--- config.mk ---
export PLATFORM = sky130hd
export DESIGN_NAME = uart_rx
export DESIGN_NICKNAME = d
export VERILOG_FILES = /design/src/rtl/uart_rx.sv
export SDC_FILE = /design/constraint.sdc
export NUM_CORES = 1
export LEC_CHECK = 0
export BUFFER_PORTS_ARGS = -buffer_cell sky130_fd_sc_hd__buf_2
export CAP_MARGIN = 25
export CORE_AREA = 2 2 204 206
export DETAILED_ROUTE_END_ITERATION = 10
export DIE_AREA = 0 0 206 208
export GPL_TIMING_DRIVEN = 1
export HOLD_SLACK_MARGIN = 0.05
export PLACE_DENSITY = 0.6
export SYNTH_ARGS = -nofsm -noshare
export SYNTH_HDL_FRONTEND = slang
export SYNTH_SLANG_ARGS = --single-unit
--- constraint.sdc ---
create_clock -name clk -period 5.11 [get_ports clk]
set_input_delay 0.7665 -clock clk [delete_from_list [all_inputs] [get_ports clk]]
set_output_delay 0.7665 -clock clk [all_outputs]
set_load 0.1 [all_outputs]
--- src/rtl/uart_rx.sv ---
// UART receiver: 2-flop rx synchroniser, mid-bit sampling FSM with parity/stop checks,
// internal byte FIFO with sticky error flags and active-low rts flow control.
module uart_rx #(
   parameter int ADDR_WIDTH = 5
) (
   input  logic                  clk,
   input  logic                  reset,
   input  logic                  clear,
   input  logic                  rx,
   output logic                  rts,
   input  logic                  flow_ctrl,
   input  logic                  parity,
   input  logic                  stop_bits,
   input  logic                  data_bits,
   input  logic [23:0]           baud_reg,
   input  logic                  pop,
   output logic [7:0]            data_out,
   output logic [ADDR_WIDTH:0]   size,
   output logic                  empty,
   output logic                  full,
   output logic                  parity_err,
   output logic                  frame_err,
   output logic                  overrun
);

   // state  | meaning
   // IDLE   | waiting for falling edge on rx_s
   // START  | timing to mid start bit, glitch check
   // DATA   | sampling data bits LSB first
   // PARITY | sampling even parity bit
   // STOP   | sampling 1 or 2 stop bits, resolving the frame
   typedef enum logic [2:0] {S_IDLE, S_START, S_DATA, S_PARITY, S_STOP} state_t;

   localparam int D = 2 ** ADDR_WIDTH;
   localparam logic [ADDR_WIDTH:0] RTS_LVL = (ADDR_WIDTH + 1)'(D - 2);
   localparam logic [ADDR_WIDTH:0] FULL_LVL = (ADDR_WIDTH + 1)'(D);

   logic rx_m, rx_s, rx_p;

   state_t      state, state_n;
   logic [24:0] cnt, cnt_n;
   logic [2:0]  idx, idx_n;
   logic [7:0]  shift, shift_n;
   logic        fbad, fbad_n;
   logic        pbad, pbad_n;
   logic        stop_bad;
   logic        push, set_perr, set_ferr, set_ovr;

   logic [24:0] half_m1, bit_m1, two_m1;
   logic [2:0]  last_idx;

   logic [7:0]            mem [D];
   logic [ADDR_WIDTH-1:0] wr_ptr, rd_ptr;
   logic [ADDR_WIDTH:0]   count;
   logic                  do_pop;

   assign half_m1  = {2'b00, baud_reg[23:1]} - 25'd1;
   assign bit_m1   = {1'b0, baud_reg} - 25'd1;
   assign two_m1   = {baud_reg, 1'b0} - 25'd1;
   assign last_idx = 3'd6 + {2'b00, data_bits};

   always_ff @(posedge clk) begin
      if (reset) begin
         rx_m <= 1'b1;
         rx_s <= 1'b1;
         rx_p <= 1'b1;
      end else begin
         rx_m <= rx;
         rx_s <= rx_m;
         rx_p <= rx_s;
      end
   end

   always_ff @(posedge clk) begin
      if (reset) begin
         state <= S_IDLE;
         cnt   <= '0;
         idx   <= '0;
         shift <= '0;
         fbad  <= 1'b0;
         pbad  <= 1'b0;
      end else begin
         state <= state_n;
         cnt   <= cnt_n;
         idx   <= idx_n;
         shift <= shift_n;
         fbad  <= fbad_n;
         pbad  <= pbad_n;
      end
   end

   always_comb begin
      state_n  = state;
      cnt_n    = cnt + 25'd1;
      idx_n    = idx;
      shift_n  = shift;
      fbad_n   = fbad;
      pbad_n   = pbad;
      stop_bad = 1'b0;
      push     = 1'b0;
      set_perr = 1'b0;
      set_ferr = 1'b0;
      set_ovr  = 1'b0;
      case (state)
         S_IDLE: begin
            cnt_n = cnt;
            if (!rx_s && rx_p) begin
               cnt_n   = 25'd1;
               idx_n   = '0;
               shift_n = '0;
               fbad_n  = 1'b0;
               pbad_n  = 1'b0;
               state_n = S_START;
            end
         end
         S_START: begin
            if (cnt == half_m1) begin
               cnt_n   = '0;
               state_n = rx_s ? S_IDLE : S_DATA;
            end
         end
         S_DATA: begin
            if (cnt == bit_m1) begin
               cnt_n          = '0;
               shift_n[idx]   = rx_s;
               if (idx == last_idx)
                  state_n = parity ? S_PARITY : S_STOP;
               else
                  idx_n = idx + 3'd1;
            end
         end
         S_PARITY: begin
            if (cnt == bit_m1) begin
               if (rx_s != ^shift)
                  pbad_n = 1'b1;
               cnt_n   = '0;
               state_n = S_STOP;
            end
         end
         S_STOP: begin
            if (cnt == bit_m1 || (stop_bits && cnt == two_m1)) begin
               stop_bad = fbad | ~rx_s;
               fbad_n   = stop_bad;
               // Leave at mid stop bit so a tight next start edge is not missed.
               if (!stop_bits || cnt == two_m1) begin
                  state_n = S_IDLE;
                  cnt_n   = '0;
                  if (stop_bad)
                     set_ferr = 1'b1;
                  else if (full)
                     set_ovr = 1'b1;
                  else begin
                     push     = 1'b1;
                     set_perr = pbad;
                  end
               end
            end
         end
         default: state_n = S_IDLE;
      endcase
   end

   always_ff @(posedge clk) begin
      if (reset || clear) begin
         parity_err <= 1'b0;
         frame_err  <= 1'b0;
         overrun    <= 1'b0;
      end else begin
         if (set_perr) parity_err <= 1'b1;
         if (set_ferr) frame_err  <= 1'b1;
         if (set_ovr)  overrun    <= 1'b1;
      end
   end

   assign do_pop = pop && !empty;

   always_ff @(posedge clk) begin
      if (reset || clear) begin
         wr_ptr <= '0;
         rd_ptr <= '0;
         count  <= '0;
      end else begin
         if (push)   wr_ptr <= wr_ptr + 1'b1;
         if (do_pop) rd_ptr <= rd_ptr + 1'b1;
         case ({push, do_pop})
            2'b10:   count <= count + 1'b1;
            2'b01:   count <= count - 1'b1;
            default: count <= count;
         endcase
      end
   end

   always_ff @(posedge clk) begin
      if (push && !clear && !reset)
         mem[wr_ptr] <= shift;
   end

   always_ff @(posedge clk) begin
      if (reset)
         rts <= 1'b1;
      else
         rts <= flow_ctrl && (count >= RTS_LVL);
   end

   assign data_out = mem[rd_ptr];
   assign size     = count;
   assign empty    = (count == '0);
   assign full     = (count == FULL_LVL);

endmodule

After elaboration in Yosys (flattened, before gate mapping) --
Memory sizes are Yosys's and may differ from the RTL's. A register that Yosys moved wholly into a read port is not among the register bits. Cells that the tools add are included.
Storage, ports and cells: latch bits 0, output and inout port bits 20, logic and storage cells 137, bits in read-only memories 0, input port bits 33, register bits 64, RAM bits 256, memories kept 1
Operators by class: reduce and logical (&&, ||, !) cells 28, div/mod/pow operators 0, equality and inequality tests 21, multiplexer cells 56, multiply operators 0, $lt $le $gt $ge 3, bitwise operators 2, $add $sub $neg 10, shift-type cells 0
Memories:
- mem | words 32, bits a word 8, read ports 1, clocked after Yosys merged registers in 1, wr ports 1, line 52 | logic [7:0] mem [D];
Operator list (number):
- $mux 25 | 5
- $pmux 25 s4 | 1
- $eq 25x25->1 | 3
- $mux 3 | 11
- $mux 1 | 26
- $add 25x1->25 const B | 1
- $sub 24x1->25 const B | 1
- $sub 25x1->25 const B | 1
- $sub 23x1->24 const B | 1
- $ne 2x2->1 const B | 9
- $mux 8 | 2
- $pmux 8 s2 | 1
- $pmux 3 s5 | 1
- $pmux 6 s2 | 1
- $add 5x1->5 const B | 2
- $mux 5 | 2
- $bwmux 8 | 1
- $reduce_and 4->1 | 2
- $reduce_bool 2->1 | 4
- $reduce_xor 8->1 | 1
- $logic_and 1x1->1 | 7
- $reduce_and 7->1 | 1
- $add 6x1->6 const B | 1
- $eq 3x2->1 const B | 2
- other kinds (25) | 33

Longest topological paths before layout --
depth in word-level cells 10, mapped depth 23, mapped depth without buffers 20

Worst setup path before layout --
OpenSTA, ideal clock, no wires.
kind register -> register, start point reg count[0] (netlist: size[0]), end point reg count[5] (netlist: size[5]), path buffers 0, setup time 70 ps, path slack -1035 ps, stages on the path, launching flop included 14, data required time 5040 ps, data arrival time 6075 ps, period minus slack after synthesis 6145 ps, cell sequence dfxtp_1 > or4_1 > nor3b_1 > nor3_2 > nand2_1 > ha_1 > ha_1 > a21o_1 > a21oi_1 > o21bai_1 > a21oi_1 > xnor2_1 > or3_1 > a21oi_1
On the way: cells in the longest elaborated chain, start to end 8, elaborated cells on any way between the ends 15, classes of those cells 2 x add/sub; 3 x eq/ne; 6 x mux; 4 x reduce/logical
Ends and longest elaborated chain:
- start, declared | line 54 | logic [ADDR_WIDTH:0] count;
- start signal, assigned | line 186 | 2'b10: count <= count + 1'b1;
- start signal, assigned | line 187 | 2'b01: count <= count - 1'b1;
- start signal, assigned | line 188 | default: count <= count;
- $eq 6x6->1 (*) | line 208 | assign full = (count == FULL_LVL);
- named net full | line 20 | output logic full,
- $mux 1 (*) | line 150 | else if (full)
- $mux 1 (*) | line 148 | if (stop_bad)
- $mux 1 (*) | line 145 | if (!stop_bits || cnt == two_m1) begin
- $mux 1 (*) | line 141 | if (cnt == bit_m1 || (stop_bits && cnt == two_m1)) begin
- $mux 1 (*) | line 104 | case (state)
- $eq 2x1->1 or $eq 2x2->1 (tied branches) | line 185 | case ({push, do_pop})
- $pmux 6 s2 or $reduce_bool 2->1 (tied branches)
Mark *: on every way through the listed nets, which the timed path passes. The rest lies on a longest branch. A chain may end at the register's enable or synchronous reset.

Worst setup path in the final report --
start point in baud_reg[2], end point reg count[5] (netlist: size[5])
On the way: cells in the longest elaborated chain, start to end 8, elaborated cells on any way between the ends 14, classes of those cells 2 x add/sub; 4 x eq/ne; 4 x mux; 4 x reduce/logical
Ends and longest elaborated chain:
- start, declared | line 15 | input logic [23:0] baud_reg,
- $sub 25x1->25 | line 59 | assign two_m1 = {baud_reg, 1'b0} - 25'd1;
- $eq 25x25->1 | line 141, 145
- $logic_or 1x1->1 or $logic_and 1x1->1 (tied branches) | line 145, 141
- $mux 1 or $logic_or 1x1->1 (tied branches) | line 145, 141
- $mux 1 (*) | line 141
- $mux 1 (*) | line 104
- $eq 2x1->1 or $eq 2x2->1 (tied branches) | line 185
- $pmux 6 s2 or $reduce_bool 2->1 (tied branches)
Every way passes the cells marked *; elsewhere a longest branch is shown, timed or not.

==> flow_metrics.env <==
export IMPL_pwr_share_clk=0.453
export IMPL_tightest_slew_ps=1020
export IMPL_via_per_inst=5.55
export IMPL_synth_cells=1222
export IMPL_min_to="rx_m"
export IMPL_wl_mm=40.1
export IMPL_cts_tree="done"
export IMPL_critPathBufInv=2
export IMPL_io_pins=53
export IMPL_setup_viol=0
export IMPL_synth_avg_cell_area_um2=13.2
export IMPL_wire_per_inst_um=21.1
export IMPL_area_growth_pct=16.9
export IMPL_min_path_type="input port to register"
export IMPL_finalPower_uw=5620
export IMPL_vdd_drop_max_mv=0.228
export IMPL_synth_top_area_frac=0.478
export IMPL_critPathTopFamily="simple AND/OR/NAND/NOR gates"
export IMPL_drv_slew=0
export IMPL_slew_headroom=0.317
export IMPL_synth_area_leader_cell="edfxtp_1"
export IMPL_synth_edf_count=256
export IMPL_swShare=0.222
export IMPL_cp_end_kind="register"
export IMPL_drive_gt1_frac=0.260
export IMPL_cts_setup_buffers=0
export IMPL_crit_type="input port to register"
export IMPL_cp_slowest_cell="or4_1"
export IMPL_status="finished clean"
export IMPL_grt_pass1_wl_mm=62.3
export IMPL_drcViolationCount=0
export IMPL_overflow=0
export IMPL_core_area_um2=40600
export IMPL_internal_power_uw=4370
export IMPL_hold_path_startpoint="rx"
export IMPL_grt_setup_unrepaired="no"
export IMPL_ys_seq_elements=325
export IMPL_first_pass_iters=5
export IMPL_multi_input_area_um2=6600
export IMPL_grt_pass1_vias=10300
export IMPL_synthesis_area_um2=16100
export IMPL_antennaDiodeCount=0
export IMPL_clock_skew_ps=31.1
export IMPL_drt_initial_drc_count=846
export IMPL_arrival_ps=5160
export IMPL_clk_insertion_delay_late_ps=570
export IMPL_register_area_um2=9070
export IMPL_seqPwrFrac=0.503
export IMPL_hpwl_mm=27.5
export IMPL_yosysMostFrequentCell="edfxtp_1"
export IMPL_combPwrFrac=0.044
export IMPL_synth_flop_cell="edfxtp_1"
export IMPL_reg2reg_setup_slack_ps=820
export IMPL_grt_usage=0.191
export IMPL_die_h_um=208
export IMPL_nets=1390
export IMPL_die_area_um2=42800
export IMPL_syn_nets=1270
export IMPL_worstPathRequired_ps=5590
export IMPL_initial_utilization=0.397
export IMPL_fin_area_um2=18800
export IMPL_reg2reg_from="cnt[18]"
export IMPL_rr_endpoint="size[5]"
export IMPL_row_count=74
export IMPL_synth_warnings=0
export IMPL_max_freq_ghz=0.214
export IMPL_hold_buffers=0
export IMPL_cpPeakStageDelay_ps=640
export IMPL_io_buffers=52
export IMPL_placed_area_um2=17600
export IMPL_min_path_cells=2
export IMPL_yosysUniqueCellTypes=80
export IMPL_antenna_found_initial=0
export IMPL_drtAntennaViolNets=0
export IMPL_switchingPower_uw=1250
export IMPL_critical_path_max_fanout=10
export IMPL_r2r_cells=17
export IMPL_dieWidth_um=206
export IMPL_leakage_uw=0.00639
export IMPL_startpoint_type="input port"
export IMPL_cts_root_buf="clkbuf_16"
export IMPL_clk_pin_slew_ps=60
export IMPL_drv_cap=0
export IMPL_synth_area_top_cells="edfxtp_1 (48%), mux4_2 (11%), dfxtp_1 (8.6%), xor2_1 (3.4%), xnor2_1 (3.3%)"
export IMPL_setup_tns_ps=0
export IMPL_cts_sinks=325
export IMPL_min_period_ps=4680
export IMPL_hold_violations=0
export IMPL_htree_levels=2
export IMPL_min_period_over_period=0.916
export IMPL_p_per_area_nw_per_um2=299
export IMPL_ys_top_cells_by_count="edfxtp_1 (256), nor2_1 (115), mux4_2 (80)"
export IMPL_ys_seq_area_frac=0.563
export IMPL_synth_async_sr_flop_share=0
export IMPL_clockBufferDepth=3
export IMPL_crit_chain="buf_2 > inv_1 > ha_2 > nor2b_1 > a31oi_1 > a221o_1 > a21o_1 > or3_1 > or4_1 > o32ai_4 > nand2_1 > ha_2 > ha_1 > a21o_1 > a21oi_2 > o21bai_1 > a21oi_1 > xnor2_1 > or3_1 > a21oi_1"
export IMPL_num_fill_cells=3596
export IMPL_vias=10500
export IMPL_post_cts_resized=0
export IMPL_grt_max_degree=65
export IMPL_routabilityCongestion=0.934
export IMPL_numCtsBuffers=37
## metal layers
| layer | up-vias | part of all wire | wire length [um] | global-route usage |
|---|---|---|---|---|
| li1 | 4930 | - | - | - |
| met1 | 5247 | 0.46 | 18600 | 0.279 |
| met2 | 304 | 0.46 | 18400 | 0.292 |
| met3 | 57 | 0.055 | 2190 | 0.0318 |
| met4 | 0 | 0.022 | 863 | 0.0562 |
| met5 | - | 0 | 0 | 0 |
## cell families (layout without fill, tap and decap cells)
kind of cell,after synthesis,count (layout),synth area share
AO/OA/AOI/OAI,159,159,0.0702
XOR/XNOR,123,123,0.0678
flip-flops,325,325,0.563
AND/OR/NAND/NOR,385,385,0.135
buffers and inverters,120,266,0.0297
adder cells (fa/ha/maj),15,15,0.0121
multiplexers,95,95,0.122
## flip-flops by register name, summed over array words and instances, names as in the netlist, named ones only
name,flops
cnt,25
fbad,1
frame_err,1
idx,3
mem,256
overrun,1
parity_err,1
pbad,1
rd_ptr,5
rts,1
rx_m,1
rx_p,1
rx_s,1
shift,8
size,6
state,3
wr_ptr,5
## stage by stage
stage          utilization  instances  hold WS (ps)  setup slack, ps
6_report             0.464       1900           390              430
5_1_grt              0.464       1900           377              111
4_1_cts              0.464       1899           360              468
3_5_place_dp         0.435       1834           392            -86.9
3_3_place_gp         0.435       1834           391            -25.2
2_1_floorplan            -       1222           389             -106
## worst reg2reg max path: stages, from the launching register on
cell and delay, ps:
dfxtp_1 470, xor2_1 200, a221oi_1 260, and4b_1 250, nand4_1 90, or3_1 420, or4_1 640, o32ai_4 170
nand2_1 90, ha_2 210, ha_1 270, a21o_1 190, a21oi_2 140, o21bai_1 80, a21oi_1 160, xnor2_1 90
or3_1 320, a21oi_1 140
## how the worst max path moves through the flow
| stage | startpoint | endpoint | cells after the start |
|---|---|---|---|
| after floorplan | baud_reg[19] | size[5] | 19 |
| after global placement | baud_reg[2] | size[5] | 20 |
| after detailed placement | baud_reg[2] | size[5] | 20 |
| after CTS | baud_reg[2] | size[5] | 20 |
| after global routing | baud_reg[2] | size[5] | 20 |
| final | baud_reg[2] | size[5] | 20 |
## area by class of cell
type                    instances  area share
multi-input cells             777       0.351
clock inverters                20      0.0110
flip-flops and latches        325       0.482
inverters                      28     0.00559
clock buffers                  45      0.0508
repair buffers                173      0.0641
well taps                     532      0.0354
## cell usage in the layout, fill, tap and decap left out, types with 5 or more instances in the layout
cell         n
o211ai_1    10
nand3_1     31
a21oi_1     24
nand4b_1     5
clkbuf_16   37
a21o_1       9
ha_1        12
buf_4      118
buf_2       52
o21ai_0     31
xor2_1      62
and3_1      17
nand4_1     28
or4_1       17
nand2b_1    13
or3_1       13
nor2b_1     14
nor4_1      15
a31oi_1     11
edfxtp_1   256
dfxtp_1     67
nor3b_1      5
mux2i_1      7
xnor2_1     60
or2_2       11
and2_1       5
clkbuf_1     8
nor4_2       6
mux4_2      80
o21a_1       5
o31ai_1      5
mux2_2       8
nand2_1     43
clkinv_1     7
inv_1       28
nor2_1     115
a22oi_1      5
nand3b_1     9
nor3_1      14
## power groups by stage
stage,logic [uW],clock network (uW),registers [uW]
floorplan,156,0,2880
global placement,242,0,2880
detailed placement,242,0,2880
CTS,244,2610,2820
global route,269,2710,2820
finish,247,2550,2820
Power figures use the tool's default switching activity.
